### src/rtl/pipeline_hazard_ctrl.sv
// Hazard and stall controller for the five-stage pipeline.
// The controller resolves load-use hazards with a single bubble.
// It flushes the wrong-path instructions when a branch is taken.
// It freezes the pipeline while a data-memory access is waiting.
// A memory wait that runs too long sets a sticky fault.
// A saturating counter records the cycles in which the PC was held.
//
// Handshake: there is no valid/ready pair on this block. Every output is a
// combinational decision for the current cycle. The pipeline acts on that
// decision at the next rising edge of clk.
module pipeline_hazard_ctrl #(
    parameter int MEM_TIMEOUT = 16,
    parameter int COUNT_W     = 16
) (
    input  logic               clk,
    input  logic               reset,
    input  logic [3:0]         id_rn,
    input  logic [3:0]         id_rm,
    input  logic               id_uses_rn,
    input  logic               id_uses_rm,
    input  logic [3:0]         ex_rd,
    input  logic               ex_reg_write_enable,
    input  logic               ex_mem_enable,
    input  logic               ex_mem_rw,
    input  logic               branch_taken,
    input  logic               mem_req,
    input  logic               mem_ready,
    output logic               pc_load_enable,
    output logic               if_id_load_enable,
    output logic               if_id_flush,
    output logic               id_ex_load_enable,
    output logic               id_ex_nop_select,
    output logic               ex_mem_hold,
    output logic               mem_fault,
    output logic [COUNT_W-1:0] stall_count,
    output logic [1:0]         fsm_state
);

    localparam logic [1:0] ST_RUN      = 2'd0;
    localparam logic [1:0] ST_MEM_WAIT = 2'd1;
    localparam logic [1:0] ST_FAULT    = 2'd2;

    // The wait counter is compared against this value at full width.
    localparam logic [COUNT_W-1:0] WAIT_LAST = COUNT_W'(MEM_TIMEOUT - 1);
    localparam logic [COUNT_W-1:0] CNT_MAX   = {COUNT_W{1'b1}};

    logic [1:0]         state;
    logic [1:0]         state_next;
    logic [COUNT_W-1:0] wait_cnt;
    logic               load_use;
    logic               freeze;

    // A hazard exists only when EX holds a load that writes a register the ID instruction reads.
    assign load_use = ex_mem_enable & ~ex_mem_rw & ex_reg_write_enable &
                      ((id_uses_rn & (id_rn == ex_rd)) | (id_uses_rm & (id_rm == ex_rd)));

    assign freeze = (state == ST_MEM_WAIT) | (state == ST_FAULT) |
                    ((state == ST_RUN) & mem_req & ~mem_ready);

    assign mem_fault = (state == ST_FAULT);
    assign fsm_state = state;

    // Mealy output decode: reset override, then freeze > branch > load-use.
    always_comb begin
        pc_load_enable    = 1'b1;
        if_id_load_enable = 1'b1;
        if_id_flush       = 1'b0;
        id_ex_load_enable = 1'b1;
        id_ex_nop_select  = 1'b0;
        ex_mem_hold       = 1'b0;
        if (!reset) begin
            // Hold the front end and inject NOPs while reset is asserted.
            pc_load_enable    = 1'b0;
            if_id_load_enable = 1'b0;
            id_ex_load_enable = 1'b0;
            if_id_flush       = 1'b1;
            id_ex_nop_select  = 1'b1;
        end else if (freeze) begin
            // Nothing moves. A pending branch or hazard is evaluated again after release.
            pc_load_enable    = 1'b0;
            if_id_load_enable = 1'b0;
            id_ex_load_enable = 1'b0;
            ex_mem_hold       = 1'b1;
        end else if (branch_taken) begin
            // A dependent instruction is on the wrong path, so no bubble is needed.
            if_id_flush       = 1'b1;
            id_ex_nop_select  = 1'b1;
        end else if (load_use) begin
            pc_load_enable    = 1'b0;
            if_id_load_enable = 1'b0;
            id_ex_nop_select  = 1'b1;
        end
    end

    // Next-state logic. When mem_ready and the timeout coincide, mem_ready wins.
    always_comb begin
        state_next = state;
        case (state)
            ST_RUN: begin
                if (mem_req && !mem_ready) state_next = ST_MEM_WAIT;
            end
            ST_MEM_WAIT: begin
                if (mem_ready)                  state_next = ST_RUN;
                else if (wait_cnt == WAIT_LAST) state_next = ST_FAULT;
            end
            ST_FAULT: state_next = ST_FAULT;
            default:  state_next = ST_RUN;
        endcase
    end

    // State register. Only reset leaves FAULT.
    always_ff @(posedge clk or negedge reset) begin
        if (!reset) state <= ST_RUN;
        else        state <= state_next;
    end

    // Wait counter. It clears on entry to MEM_WAIT and counts each not-ready cycle spent there.
    always_ff @(posedge clk or negedge reset) begin
        if (!reset) begin
            wait_cnt <= '0;
        end else if ((state == ST_RUN) && (state_next == ST_MEM_WAIT)) begin
            wait_cnt <= '0;
        end else if ((state == ST_MEM_WAIT) && !mem_ready) begin
            wait_cnt <= wait_cnt + COUNT_W'(1);
        end
    end

    // Stall counter. It counts every edge with the PC held and saturates instead of wrapping.
    always_ff @(posedge clk or negedge reset) begin
        if (!reset) begin
            stall_count <= '0;
        end else if (!pc_load_enable && (stall_count != CNT_MAX)) begin
            stall_count <= stall_count + COUNT_W'(1);
        end
    end

endmodule

### config.mk
export PLATFORM = sky130hd
export DESIGN_NAME = pipeline_hazard_ctrl
export DESIGN_NICKNAME = d
export VERILOG_FILES = /design/src/rtl/pipeline_hazard_ctrl.sv
export SDC_FILE = /design/constraint.sdc
export NUM_CORES = 1
export LEC_CHECK = 0
export CORE_UTILIZATION = 27
export CTS_BUF_LIST = sky130_fd_sc_hd__clkbuf_8
export DETAILED_ROUTE_END_ITERATION = 8
export GPL_TIMING_DRIVEN = 1
export PLACE_DENSITY = 0.46
export SLEW_MARGIN = 30
export SYNTH_ARGS = -nofsm -noshare
export SYNTH_HDL_FRONTEND = slang
export SYNTH_SLANG_ARGS = --single-unit
### constraint.sdc
create_clock -name clk -period 2.51 [get_ports clk]
set_clock_uncertainty 0.1 [all_clocks]
set_input_delay 0.502 -clock clk [delete_from_list [all_inputs] [get_ports clk]]
set_output_delay 0.502 -clock clk [all_outputs]
set_load 0.02 [all_outputs]
==> results.md <==
* Max Clock Freq at 406 MHz
* Root buffer cell: clkbuf_8
* Fin crit share at 98.2%
* Worst-Margin Slew at 0.640 ns
* Async set or reset register ratio after synthesis at 100%
* Final #Nets at 314
* CTS tree: done
* PwrDens at 758 mW/mm^2
* Port bufs at 46
* Post-synth EDFFs at 0
* Layout Cells excl Fill at 386
* Starting density of the core at 28.2%
* Reg clk slew, reported paths at 0.08 ns
* Internal at 1.51 mW
* Grt ovf at 0
* Status: completed
* Critical path cell sequence: clkdlybuf4s50_1 -> xnor2_1 -> nand3_2 -> buf_4 -> o32a_4 -> a2111oi_4 -> mux2_4
* Fillcell total at 705
* Ports at 47
* Leakage at 1.32 nW
* Die width at 89.4 microns
* Sequential cell area fraction in the yosys report at 41.2%
* Crit path largest cell delay at 0.41 ns
* Via count at 1824
* Synth cell types at 46
* FF-to-FF Start: stall_count[0]
* Synth Area per Inst at 9.78 sq um
* P_sw at 0.827 mW
* Placed cell count at 372
* Crit Path Category: input pin to register
* Synth Register Bits at 34
* Gate power share at 40.2%
* Final Hold Viols at 0
* Area of the multi-input gates at 0.00128 sq mm
* Die area at 0.00800 sq mm
* Max_cap viols at 0
* Metal-1 WL at 2400 microns
* Final core area utilization at 42.1%
* Reg power frac at 33.1%
* Initial antenna violation count at 0
* CTS Buf Count at 5
* WL/cell at 12.7 microns
* Sequential cell area at 851 sq um
* Slowest cell on crit path: clkdlybuf4s50_1
* Top layer in use: met4
* Drt via density at 4.73
* Site Rows at 31
* Post-route ant nets at 0
* CP Max Fanout at 4
* Detailed Route Iter0 Violations at 71
* Detailed-route DRC error count at 0
* CP Launch Type: input pin
* Relative slew margins at 57.2%
* Post-Syn Nets at 239
* CP arrival at 2.55 ns
* Core Region at 0.00733 sq mm
* DRT Wirelength at 4890 microns
* Met3 WL at 192 microns
* Antenna cells at 0
* Reg2Reg Setup Slack at 0.21 ns
* Clock Power Share at 26.7%
* # hold bufs at CTS at 0
* Routability cong. at 0.746
* Pre-Repair DR Iteration Count at 4
* Worst R2R End: stall_count[1]
* Area of the mapped netlist at 0.00206 sq mm
* Final critical-path required period at 2.46 ns
* Clock tree sinks at 34
* Yosys warns at 0
* Post-DP HPWL at 3520 microns
* Final Setup Violations at 0
* Hold crit path type: input pin to asynchronous set/reset pin
* Largest net degree at the start of global routing at 35
* Fin Hold WS at 0.198 ns
* Sw Share at 35.4%
* Total design power at 2.34 mW
* Post-synth top flop: dfrtp_1
* Die Height at 89.4 microns
* First-pass GRT wire length at 8220 microns
* Crit end category: register
* Synth Instances at 211
* Syn-to-layout area delta at 49.5%
* Reg2reg path depth at 6
* Worst vdd ir at 0.298 mV
* H-Tree Level Count at 2
* Worst endpoint required time at 2.60 ns
* Fin. max-slew vios at 0
* Layout cell share with drive strength beyond 1 at 22.0%
* Clk_lat worst skew at 0.30 ns
* Routed wl met2 at 2220 microns
* Longest Clk Path Bufs at 2
* Vias in the first global route at 1745
* GRT Overall Usage at 13.4%
==> timing repair <==
item / in CTS / in global routing
gates resized for setup: 18 / 31
setup endpoints to repair: 6 / 10
pin swaps: 3 / 11
hold endpoints to repair: 0 / 0
setup buffers: 1 / 5
==> how the worst max path moves through the flow <==
stage / start / cells past startpoint / end
after global routing: id_rn[3] / 7 / pc_load_enable
final: id_rn[3] / 7 / stall_count[12]
after floorplan: fsm_state[0] / 7 / stall_count[1]
after CTS: ex_mem_enable / 7 / pc_load_enable
after global placement: ex_reg_write_enable / 7 / if_id_load_enable
after detailed placement: ex_mem_enable / 7 / pc_load_enable
==> area by class of cell <==
class                           instances  area share, %
Clock buffer                            5           2.23
Clock inverter                          3           2.23
Inverter                                8          0.973
Multi-Input combinational cell        164           41.4
Sequential cell                        34           27.6
Tap cell                               99           4.01
Timing Repair Buffer                   73           21.5
==> worst max-delay path, delay by kind of cell <==
| family | cells | cell delay (ns) |
|---|---|---|
| AND/OR/NAND/NOR | 1 | 0.16 |
| XOR/XNOR | 1 | 0.20 |
| buffers and inverters | 2 | 0.58 |
| AO/OA/AOI/OAI | 2 | 0.79 |
| multiplexers | 1 | 0.33 |
==> metrics by stage <==
step | instance area (sq um) | setup WS (ns) | TNS [ns]
6_report | 3090 | 0.0453 | 0
5_1_grt | 3090 | -0.0145 | -0.0426
4_1_cts | 2910 | -0.0859 | -0.192
3_5_place_dp | 2770 | -0.587 | -5.02
3_3_place_gp | 2770 | -0.537 | -4.87
2_1_floorplan | 2060 | 0.00551 | 0
==> Yosys cell counts (2+ instances only) <==
library cell / instances / area (sq um)
o22a_1: 2 / 17.5
dfrtp_1: 34 / 851
nor2_1: 26 / 97.6
o32ai_1: 2 / 17.5
nand2_1: 19 / 71.3
nor4_1: 3 / 18.8
o211ai_1: 2 / 15.0
xnor2_1: 18 / 158
nand3b_1: 2 / 15.0
and3_1: 3 / 18.8
and2_1: 2 / 12.5
a21oi_1: 4 / 20.0
ha_1: 6 / 75.1
nor4bb_1: 2 / 20.0
o22ai_1: 3 / 18.8
xor2_1: 12 / 105
o41ai_1: 2 / 17.5
a211oi_1: 2 / 15.0
inv_1: 8 / 30.0
nor2b_1: 5 / 31.3
o21ai_0: 3 / 15.0
mux2_1: 3 / 33.8
nand3_1: 9 / 45.0
nand4_1: 10 / 62.6
nor3_1: 2 / 10.0
and4_1: 3 / 26.3
clkbuf_1: 2 / 7.51
a21boi_0: 2 / 15.0
a2111oi_2: 3 / 45.0
==> sequential cells by signal (all words and copies together) (netlist names) <==
name	flops
fsm_state	2
stall_count	16
wait_cnt	16
==> layout by cell type (no fill, tap or decap), types with 4 or more instances in the layout <==
cell / n
a2111oi_4: 4
buf_4: 29
clkbuf_8: 5
clkdlybuf4s50_1: 28
dfrtp_1: 34
dlymetal6s2s_1: 10
ha_1: 6
inv_1: 8
nand2_1: 18
nand3_1: 7
nand4_1: 10
nor2_1: 25
nor2b_1: 4
xnor2_1: 15
xor2_1: 12
==> kinds of logic (layout without fill, tap and decap cells) <==
| family | after synthesis | after routing | share of synthesized area, % |
|---|---|---|---|
| simple gates | 92 | 92 | 23.6 |
| flops | 34 | 34 | 41.2 |
| compound gates | 32 | 32 | 13.8 |
| xor+xnor | 30 | 30 | 12.7 |
| buf+inv | 13 | 89 | 2.91 |
| fa+ha+maj | 6 | 6 | 3.64 |
| mux | 4 | 4 | 2.12 |
==> power by group through the flow <==
stage / Clock (mW) / Combinational [mW] / Sequential (mW)
CTS: 0.640 / 0.899 / 0.775
global route: 0.664 / 1.04 / 0.794
global placement: 0 / 0.914 / 0.786
floorplan: 0 / 0.392 / 0.872
finish: 0.625 / 0.940 / 0.773
detailed placement: 0 / 0.909 / 0.785
==> per-layer routing <==
metal  up-vias  track usage [%]
met5         -                0
met2        45             19.9
met1       863             18.5
li1        910                -
met4         0             5.19
met3         6             3.60
Note: power is estimated with default switching activity, not from simulation.
